<file path="src/rtl/ctrl_decode_reg.sv">
// ctrl_decode_reg: RV32I main control decoder with a one-entry ID/EX control register.
// The opcode is decoded combinationally, and the control bundle is registered behind a
// valid/ready handshake. The block also handles flush and detects illegal opcodes.
//
// Ports
//   clk, reset_n          rising-edge clock, asynchronous active-low reset
//   in_valid / in_ready   ID-stage handshake (in_ready = ~out_valid | out_ready)
//   instr, pc             instruction word and its PC
//   flush                 kill the held entry and drop any input this cycle
//   out_valid / out_ready EX-stage handshake for the held entry
//   RegWrite..JumpReg     registered control bundle (all zero whenever out_valid=0)
//   instr_q, pc_q         registered instruction and PC (load on accept only)
//   illegal               held entry carries an illegal or disabled opcode
//   ill_count             saturating count of accepted illegal instructions
module ctrl_decode_reg #(
  parameter int unsigned XLEN      = 32,
  parameter bit          EN_JALR   = 1'b1,
  parameter bit          EN_AUIPC  = 1'b1,
  parameter int unsigned ILL_CNT_W = 8
) (
  input  logic                 clk,
  input  logic                 reset_n,
  input  logic                 in_valid,
  output logic                 in_ready,
  input  logic [31:0]          instr,
  input  logic [XLEN-1:0]      pc,
  input  logic                 flush,
  output logic                 out_valid,
  input  logic                 out_ready,
  output logic                 RegWrite,
  output logic                 MemWrite,
  output logic                 Branch,
  output logic                 Jump,
  output logic                 JumpReg,
  output logic                 ALUSrcB,
  output logic [2:0]           ImmSrc,
  output logic [1:0]           ALUSrcA,
  output logic [1:0]           ResultSrc,
  output logic [1:0]           ALUOp,
  output logic [31:0]          instr_q,
  output logic [XLEN-1:0]      pc_q,
  output logic                 illegal,
  output logic [ILL_CNT_W-1:0] ill_count
);

  localparam logic [6:0] OpLw    = 7'b0000011;
  localparam logic [6:0] OpSw    = 7'b0100011;
  localparam logic [6:0] OpR     = 7'b0110011;
  localparam logic [6:0] OpBr    = 7'b1100011;
  localparam logic [6:0] OpIAlu  = 7'b0010011;
  localparam logic [6:0] OpJal   = 7'b1101111;
  localparam logic [6:0] OpJalr  = 7'b1100111;
  localparam logic [6:0] OpLui   = 7'b0110111;
  localparam logic [6:0] OpAuipc = 7'b0010111;

  // Bundle order: RegWrite ImmSrc[2:0] ALUSrcA[1:0] ALUSrcB MemWrite ResultSrc[1:0]
  //               Branch ALUOp[1:0] Jump JumpReg
  localparam int unsigned CtrlW = 15;

  localparam logic [ILL_CNT_W-1:0] CntMax = {ILL_CNT_W{1'b1}};

  logic [CtrlW-1:0]     w_ctrl;
  logic                 w_illegal;
  logic                 w_accept;

  logic                 r_valid;
  logic [CtrlW-1:0]     r_ctrl;
  logic                 r_illegal;
  logic [31:0]          r_instr;
  logic [XLEN-1:0]      r_pc;
  logic [ILL_CNT_W-1:0] r_ill_count;

  // Opcode decode; unknown or disabled opcodes yield the all-zero bubble plus illegal.
  always_comb begin
    w_ctrl    = '0;
    w_illegal = 1'b0;
    case (instr[6:0])
      OpLw:    w_ctrl = 15'b1_000_00_1_0_01_0_00_0_0;
      OpSw:    w_ctrl = 15'b0_001_00_1_1_00_0_00_0_0;
      OpR:     w_ctrl = 15'b1_000_00_0_0_00_0_10_0_0;
      OpBr:    w_ctrl = 15'b0_010_00_0_0_00_1_01_0_0;
      OpIAlu:  w_ctrl = 15'b1_000_00_1_0_00_0_10_0_0;
      OpJal:   w_ctrl = 15'b1_011_00_0_0_10_0_00_1_0;
      OpLui:   w_ctrl = 15'b1_100_01_1_0_00_0_00_0_0;
      OpJalr: begin
        if (EN_JALR) w_ctrl = 15'b1_000_00_1_0_10_0_00_0_1;
        else         w_illegal = 1'b1;
      end
      OpAuipc: begin
        if (EN_AUIPC) w_ctrl = 15'b1_100_10_1_0_00_0_00_0_0;
        else          w_illegal = 1'b1;
      end
      default: w_illegal = 1'b1;
    endcase
  end

  assign in_ready = ~r_valid | out_ready;
  assign w_accept = in_valid & in_ready & ~flush;

  always_ff @(posedge clk or negedge reset_n) begin
    if (!reset_n) begin
      r_valid     <= 1'b0;
      r_ctrl      <= '0;
      r_illegal   <= 1'b0;
      r_instr     <= '0;
      r_pc        <= '0;
      r_ill_count <= '0;
    end else if (flush) begin
      r_valid   <= 1'b0;
      r_ctrl    <= '0;
      r_illegal <= 1'b0;
    end else if (w_accept) begin
      r_valid   <= 1'b1;
      r_ctrl    <= w_ctrl;
      r_illegal <= w_illegal;
      r_instr   <= instr;
      r_pc      <= pc;
      if (w_illegal && (r_ill_count != CntMax)) begin
        r_ill_count <= r_ill_count + 1'b1;
      end
    end else if (r_valid && out_ready) begin
      // Consumed with nothing behind it: drop to a bubble.
      r_valid   <= 1'b0;
      r_ctrl    <= '0;
      r_illegal <= 1'b0;
    end
  end

  assign out_valid = r_valid;
  assign {RegWrite, ImmSrc, ALUSrcA, ALUSrcB, MemWrite, ResultSrc, Branch, ALUOp, Jump,
          JumpReg} = r_ctrl;
  assign illegal   = r_illegal;
  assign instr_q   = r_instr;
  assign pc_q      = r_pc;
  assign ill_count = r_ill_count;

endmodule
</file>
<file path="config.mk">
export PLATFORM = sky130hd
export DESIGN_NAME = ctrl_decode_reg
export DESIGN_NICKNAME = d
export VERILOG_FILES = /design/src/rtl/ctrl_decode_reg.sv
export SDC_FILE = /design/constraint.sdc
export NUM_CORES = 1
export LEC_CHECK = 0
export BUFFER_PORTS_ARGS = -buffer_cell sky130_fd_sc_hd__buf_2
export CAP_MARGIN = 20
export CORE_MARGIN = 2
export CORE_UTILIZATION = 42
export CTS_CLUSTER_SIZE = 12
export DETAILED_ROUTE_END_ITERATION = 12
export GPL_TIMING_DRIVEN = 0
export PLACE_DENSITY_LB_ADDON = 0.25
export SYNTH_ARGS = -nofsm -noshare
export SYNTH_HDL_FRONTEND = slang
export SYNTH_SLANG_ARGS = --single-unit
export TNS_END_PERCENT = 1
</file>
<file path="constraint.sdc">
create_clock -name clk -period 1.5 [get_ports clk]
set_input_delay 0.075 -clock clk [delete_from_list [all_inputs] [get_ports clk]]
set_output_delay 0.075 -clock clk [all_outputs]
set_load 0.03 [all_outputs]
</file>
# Word-level counts from Yosys, hierarchy flattened
# Cells that the tools add are included.
op_classes:
  n_addsub: 1
  n_eq_ne: 10
  muxes: 10
  bitwise: 5
  n_reduce_logical: 6
op_table:
  columns: ["cell", "count"]
  rows:
  - ["one-hot mux 15 bit (9 select lines)", 1]
  - ["two-way mux 15 bit", 3]
  - ["equality test 7 x 6 -> 1 bit (second input constant)", 3]
  - ["equality test 7 bit (second input constant)", 3]
  - ["equality test 7 x 5 -> 1 bit (second input constant)", 2]
  - ["OR reduction 9 bit", 1]
  - ["adder 8 x 1 -> 8 bit (second input constant)", 1]
  - ["!= test 8 bit (second input constant)", 1]
  - ["equality test 7 x 2 -> 1 bit (second input constant)", 1]
  - ["two-way mux 1 bit", 6]
  - ["AND reduction 3 bit", 1]
  - ["nonzero test 3 bit", 1]
  - ["AND 1 bit", 2]
  - ["logical AND 1 bit", 2]
  - ["inverter 1 bit", 2]
  - ["AND reduction 2 bit", 1]
  - ["OR 1 bit", 1]
totals:
  register_bits: 89
  output_inout_bits: 90
  wordCells: 38

# Longest topological paths before layout
# Gate-level depths: netlist of run 1.
depth:
  ltp_word: 6
  ltp_mapped: 8
  depth_no_buf: 5

# Least setup slack after synthesis of run 1
# OpenSTA, ideal clock, no wires.
synth_timing:
  kind: "register -> register"
  startpoint: "reg r_valid (netlist: out_valid)"
  endpoint: "reg r_instr[0] (netlist: instr_q[0])"
  setup_time_ns: 0.125
  arrival_ns: 1.777
  t_required_ns: 1.375
  slack_ns: -0.402
  stages_incl_launch_ff: 8
  path_buffers: 4
  cell_sequence: "dfrtp_1 > nand2b_1 > buf_2 > and2_1 > buf_2 > buf_6 > buf_2 > mux2_2"
synth_via:
  elab_chain_len: 5
synth_lines:
  columns: ["item", "line", "text"]
  rows:
  - ["start, declared", "66", "logic r_valid;"]
  - ["start signal, assigned", "102", "r_valid <= 1'b0;"]
  - ["start signal, assigned", "109", "r_valid <= 1'b0;"]
  - ["start signal, assigned", "113", "r_valid <= 1'b1;"]
  - ["inverter 1 bit", "97", "assign in_ready = ~r_valid | out_ready;"]
  - ["OR 1 bit", "97", null]
  - ["via in_ready", "24", "output logic in_ready,"]
  - ["AND 1 bit (2 in series)", "98", "assign w_accept = in_valid & in_ready & ~flush;"]
  - ["AND reduction 2 bit (no source line)", null, null]
  - ["end signal, assigned", "116", "r_instr <= instr;"]
  - ["end, declared", "69", "logic [31:0] r_instr;"]
# The timed path passes the listed nets, and every way through them passes these cells.
# A chain may end at the register's enable or synchronous reset.

# Final worst setup path of run 1
layout_timing:
  startpoint: "reg r_valid (netlist: out_valid)"
  endpoint: "reg r_pc[18] (netlist: pc_q[18])"
layout_via:
  elab_chain_len: 5
layout_lines:
  columns: ["item", "line", "text"]
  rows:
  - ["inverter 1 bit", "97", null]
  - ["OR 1 bit", "97", null]
  - ["AND 1 bit (2 in series)", "98", null]
  - ["AND reduction 2 bit (no source line)", null, null]
  - ["end signal, assigned", "117", "r_pc <= pc;"]
  - ["end, declared", "70", "logic [XLEN-1:0] r_pc;"]
# Every way passes these cells.

==> flow_summary.json, run 1 <==
{
  "placed_cell_area_um2": 4580,
  "synth-xor-area-share_pct": 0.728,
  "drt_first_pass_iters": 4,
  "multi_input_area_um2": 1550,
  "die_area_um2": 9350,
  "fin_area_um2": 5750,
  "drv_cap": 0,
  "end_kind": "register",
  "layout.nets": 563,
  "grt_pass1_vias": 3256,
  "grt.overflow.total": 0,
  "num_rows": 33,
  "clock_skew_ns": 0.00952,
  "drt-wirelength-per-cell_um": 17.0,
  "dp_hpwl_um": 6210,
  "grt_first_pass_wirelength_um": 16700,
  "yosysSeqAreaShare_pct": 61.0,
  "io-pin-count": 159,
  "arrival_ns": 1.85,
  "io_buffer_count": 157,
  "cts_max_path_buffers": 2,
  "syn_avg_cell_area_um2": 13.9,
  "antenna_cells": 0,
  "grt_usage_pct": 22.3,
  "powerDensity_nw_per_um2": 1210,
  "min_period_ns": 1.63,
  "coreArea_um2": 8260,
  "hold_viol_final": 0,
  "yosys_warnings": 0,
  "gp_congestion": 0.796,
  "post-place-ws_ns": -0.303,
  "crit_start": "out_valid$_DFFE_PN0P_",
  "seq_area_um2": 2210,
  "synth_cells": 259,
  "clk_latency_ns": 0.36,
  "post-route-period-util_pct": 108,
  "totalPowerFinal_mw": 6.99,
  "vdd_drop_max_mv": 1.10,
  "synth.most_common_cell": "dfrtp_1",
  "synthToLayoutAreaGrowth_pct": 59.4,
  "setup_viol": 69,
  "synth_fa_ha_area_share_pct": 0.347,
  "vias": 2997,
  "routed_wl_um": 10200,
  "synth_seq_cells": 88,
  "violations": "setup timing",
  "fill_cells": 572,
  "antenna_found_initial": 0,
  "grt_max_degree": 55,
  "rsz0062_at_grt": "true",
  "netlist.area_leader.share_pct": 61.0,
  "drc": 0,
  "slew_headroom_pct": 54.1,
  "rrSetupSlack_ns": -0.13,
  "fin_hold_ws_ns": 0.0158,
  "drt-initial-drc-count": 125,
  "synth-simple-area-share_pct": 8.28,
  "muxShareOfSynthArea_pct": 20.7,
  "synth_top_family_by_area": "multiplexers",
  "fin_ws_ns": -0.125,
  "detail-route-antenna-nets": 0,
  "synth-compound-area-share_pct": 5.93,
  "fin_tns_setup_ns": -3.26,
  "yosysTopAreaCell": "dfrtp_1",
  "path_clk_slew_ns": 0.08,
  "drive_above_1_share_pct": 56.7,
  "r2r-start": "out_valid$_DFFE_PN0P_",
  "clkSinkCount": 88,
  "synth-main-ff-cell": "dfrtp_1",
  "cts_made_buffers": 9,
  "tightestPinTransition_ns": 0.688,
  "status": "finished with violations",
  "worstSetupPathType": "register to register",
  "startpoint_type": "register",
  "leakage_nw": 2.82,
  "syn_area_um2": 3610,
  "start_util_pct": 43.7,
  "critPathMaxFanout": 5,
  "hold_start": "instr[5]",
  "synth_edf_count": 0,
  "cts_tree": "done",
  "htreeDepth": 3,
  "synth_cell_types": 45,
  "chipWidth_um": 96.7,
  "clk_root_buffer_cell": "clkbuf_8",
  "synth_nets": 329,
  "via_per_inst": 4.98,
  "worstPathRequired_ns": 1.73,
  "synthTopCellsByCount": "dfrtp_1, mux2_2, nand2_1",
  "finalMaxSlewViolations": 0,
  "synthTopCellsByArea": "dfrtp_1, mux2_2, nand2_1",
  "dieHeight_um": 96.7,
  "hp-class": "input pin to register",
  "max_freq_ghz": 0.615,
  "ys_async_sr_fraction_pct": 100
}
==> repair_timing <==
item	4_1_cts	5_1_grt
pin swaps	2	5
gates cloned	1	0
endpoints found under the hold margin	93	0
hold buffers	61	0
buffers inserted	4	0
setup endpoints to repair	78	81
gates resized for setup	60	19
==> flip-flops by register name, indices dropped and copies added (netlist names) <==
name and flops:
out_valid 1, pc_q 32, r_ctrl 14, ill_count 8
instr_q 32, illegal 1
==> cell type report <==
cell class	count	area share, %
flip-flops and latches	88	38.4
plain buffers	13	2.74
well taps	105	2.28
clock buffers	11	2.46
repair buffers	224	26.0
clock inverters	4	0.783
inverters	6	0.391
multi-input cells	151	27.0
==> metal layers <==
| metal | track usage [%] | up-vias | routed length (µm) |
|---|---|---|---|
| li1 | - | 1381 | - |
| met1 | 26.6 | 1477 | 4040 |
| met2 | 38.7 | 119 | 5370 |
| met3 | 6.36 | 20 | 611 |
| met4 | 8.02 | 0 | 224 |
| met5 | 0 | - | 0 |
==> final timing paths <==
path                                      endpoint  cells after the start
max                           pc_q[18]$_DFFE_PN0P_                      7
min                          r_ctrl[5]$_DFFE_PN0P_                      2
max reg2reg                   pc_q[18]$_DFFE_PN0P_                      7
min reg2reg                  r_ctrl[0]$_DFFE_PN0P_                      2
max in group asynchronous  instr_q[26]$_DFFE_PN0P_                      3
min in group asynchronous   r_ctrl[13]$_DFFE_PN0P_                      2
==> worst max-delay path, stage by stage (launching register included) <==
cell,delay (ns)
dfrtp_2,0.43
nand2b_1,0.11
buf_6,0.13
and2_4,0.18
buf_12,0.14
buf_12,0.10
buf_8,0.11
mux2_4,0.30
==> cells in the final DEF, fill, tap and decap left out, types with 4 or more instances in the layout <==
master,synthesis,routed
buf_2,9,159
dfrtp_1,88,84
dlygate4sd3_1,0,61
mux2_4,1,37
mux2_2,61,28
nand2_1,16,15
clkbuf_8,0,11
buf_4,2,6
inv_1,6,6
buf_12,0,5
nand3_1,6,5
o21ai_0,9,5
nor2_1,4,4
o21ai_1,0,4
dfrtp_2,0,4
==> per-stage QoR <==
step / utilization [%] / cells
floorplan: - / 259
global placement: 55.1 / 521
detailed placement: 55.5 / 522
CTS: 68.6 / 603
global route: 69.7 / 602
finish: 69.7 / 602
==> cells by family after synthesis <==
family / count (synthesis)
mux: 66
fa+ha+maj: 1
xor+xnor: 3
compound gates: 28
buf+inv: 20
simple gates: 53
flops: 88
==> where the power goes <==
part	internal [mW]	switching, mW
sequential	2.76	0.287
combinational	0.986	1.37
clock	0.799	0.790
No activity file was read; power rests on OpenSTA's default activity.
==> run 2: changes to the inputs <==
--- a/config.mk
+++ b/config.mk
@@ -5,10 +5,12 @@
 export SDC_FILE = /design/constraint.sdc
 export NUM_CORES = 1
 export LEC_CHECK = 0
+export ABC_AREA = 1
 export BUFFER_PORTS_ARGS = -buffer_cell sky130_fd_sc_hd__buf_2
 export CAP_MARGIN = 20
 export CORE_MARGIN = 2
-export CORE_UTILIZATION = 42
+export CORE_UTILIZATION = 43
+export CTS_CLUSTER_DIAMETER = 40
 export CTS_CLUSTER_SIZE = 12
 export DETAILED_ROUTE_END_ITERATION = 12
 export GPL_TIMING_DRIVEN = 0
==> run 2 against run 1 <==
- total power fell by 3.6%
- sequential power fell by 5%
- synthesized cell count rose by 66%
- the run now ends clean
- worst hold slack improved by 0.032 ns
- cell area fell by 1.6%
- clock skew barely moved
==> flow_summary.json, run 2 <==
{
  "status": "finished, final reports clean",
  "chipWidth_um": 97.8,
  "crit_start": "out_valid$_DFFE_PN0P_",
  "antenna_found_initial": 0,
  "synth_seq_cells": 88,
  "yosys_warnings": 0,
  "multi_input_area_um2": 1470,
  "grt_pass1_vias": 3601,
  "placed_cell_area_um2": 4750,
  "critPathMaxFanout": 10,
  "synthTopCellsByCount": "nand2_1, dfrtp_1, nand3_1",
  "ys_async_sr_fraction_pct": 100,
  "clkSinkCount": 88,
  "cts_made_buffers": 9,
  "coreArea_um2": 8640,
  "worstSetupPathType": "register to register",
  "via_per_inst": 4.62,
  "drt-wirelength-per-cell_um": 12.9,
  "worstPathRequired_ns": 1.80,
  "end_kind": "register",
  "yosysSeqAreaShare_pct": 58.2,
  "clock_skew_ns": 0.00955,
  "gp_congestion": 0.788,
  "cp_cell_sequence": "nand2_4 > nand2_2 > nor2_4 > buf_4 > buf_4 > nand2_1 > nand2_1",
  "fill_cells": 673,
  "dp_hpwl_um": 6520,
  "start_util_pct": 43.8,
  "dp_cells": 698,
  "final_util_pct": 65.6,
  "io_buffer_count": 158,
  "num_rows": 34,
  "layout.nets": 736,
  "drive_above_1_share_pct": 33.8,
  "grt_usage_pct": 21.9,
  "crit_family": "simple AND/OR/NAND/NOR gates",
  "drv_cap": 0,
  "synth_cells": 431,
  "layout_commonest_cell": "nand2_1",
  "hold_viol_final": 0,
  "fin_tns_setup_ns": 0,
  "dieHeight_um": 97.8,
  "die_area_um2": 9560,
  "min_period_ns": 1.42,
  "synth.most_common_cell": "nand2_1",
  "grt.overflow.total": 0,
  "path_clk_slew_ns": 0.09,
  "synth-main-ff-cell": "dfrtp_1",
  "synth_nets": 501,
  "vdd_drop_max_mv": 0.633,
  "post-route-period-util_pct": 94.8,
  "fin_hold_ws_ns": 0.0476,
  "fin_ws_ns": 0.0781,
  "htreeDepth": 3,
  "finalMaxSlewViolations": 0,
  "synth_cell_types": 28,
  "synthTopCellsByArea": "dfrtp_1, nand2_1, nand3_1",
  "clk_root_buffer_cell": "clkbuf_8",
  "antenna_cells": 0,
  "cts_tree": "done",
  "synthToLayoutAreaGrowth_pct": 49.7,
  "critPathBufInv": 2,
  "totalPowerFinal_mw": 6.74,
  "drt-initial-drc-count": 112,
  "syn_area_um2": 3780,
  "rsz0062_at_grt": "true",
  "arrival_ns": 1.72,
  "max_freq_ghz": 0.703,
  "stdcell_count": 779,
  "r2r-start": "out_valid$_DFFE_PN0P_",
  "startpoint_type": "register",
  "drc": 0,
  "cts_max_path_buffers": 2,
  "routed_wl_um": 10100,
  "setup_viol": 0,
  "tightestPinTransition_ns": 0.571,
  "grt_max_degree": 47,
  "netlist.area_leader.share_pct": 58.2,
  "grt_first_pass_wirelength_um": 16900,
  "vias": 3598,
  "slew_headroom_pct": 61.9,
  "hold_start": "instr[3]",
  "syn_avg_cell_area_um2": 8.78,
  "crit_slowest_cell": "dfrtp_2",
  "layout_common_cells": "nand2_1, buf_2, dfrtp_1, dlygate4sd3_1",
  "powerDensity_nw_per_um2": 1190,
  "post-place-ws_ns": 0.0203,
  "clk_latency_ns": 0.36,
  "hp-class": "input pin to register",
  "drt_first_pass_iters": 5,
  "synth_edf_count": 0,
  "detail-route-antenna-nets": 0,
  "io-pin-count": 159,
  "yosysTopAreaCell": "dfrtp_1",
  "slowest_delay_ns": 0.44,
  "leakage_nw": 3.24,
  "seq_area_um2": 2210,
  "fin_area_um2": 5660
}
run 2: final timing paths:
kind	slack (ns)	end	depth (start not counted)
setup / recovery	0.08	pc_q[10]$_DFFE_PN0P_	7
hold / removal	0.05	instr_q[3]$_DFFE_PN0P_	3
setup reg to reg	0.08	pc_q[10]$_DFFE_PN0P_	7
hold reg to reg	0.47	r_ctrl[1]$_DFFE_PN0P_	2
max in group asynchronous	0.63	ill_count[1]$_DFFE_PN0P_	3
min in group asynchronous	0.25	instr_q[9]$_DFFE_PN0P_	2
run 2: routing by layer:
metal	vias to the layer above	GRT usage [%]	wire length (µm)
met5	-	0	0
met4	0	8.44	177
met3	16	4.37	535
met2	125	37.5	4920
met1	1647	27.5	4440
li1	1810	-	-
run 2: repair_timing:
action | 4_1_cts | 5_1_grt
setup buffers | 0 | 3
cloned | 0 | 1
resized for setup | 1 | 7
pin swaps | 0 | 3
hold buffers | 61 | 0
setup endpoints to repair | 3 | 56
endpoints found under the hold margin | 102 | 0
run 2: cells by family (layout without fill, tap and decap cells):
kind of cell,count (synthesis),count (layout),synth area share [%]
and+or+nand+nor,294,295,34.8
AOI/OAI and AO/OA,15,15,2.28
buffers and inverters,30,269,3.70
DFF,88,88,58.2
adders and majority gates,1,1,0.331
xor gates and xnor gates,3,3,0.695
run 2: cell type report:
cell class,count,area share [%]
well taps,108,2.39
clock buffers,9,2.19
clock inverters,7,2.08
repair buffers,223,25.9
inverters,14,0.928
plain buffers,16,1.61
multi-input cells,314,26.0
flip-flops and latches,88,39.0
run 2: where the power goes:
group	switching [mW]	internal, mW	total, mW
clock network	0.872	1.11	1.98
registers	0.225	2.69	2.91
logic	1.23	0.612	1.84
total	2.32	4.41	6.74
run 2: worst min-delay path: stages:
cell and delay, ns:
buf_2 0.12, inv_2 0.06, o21ai_0 0.09
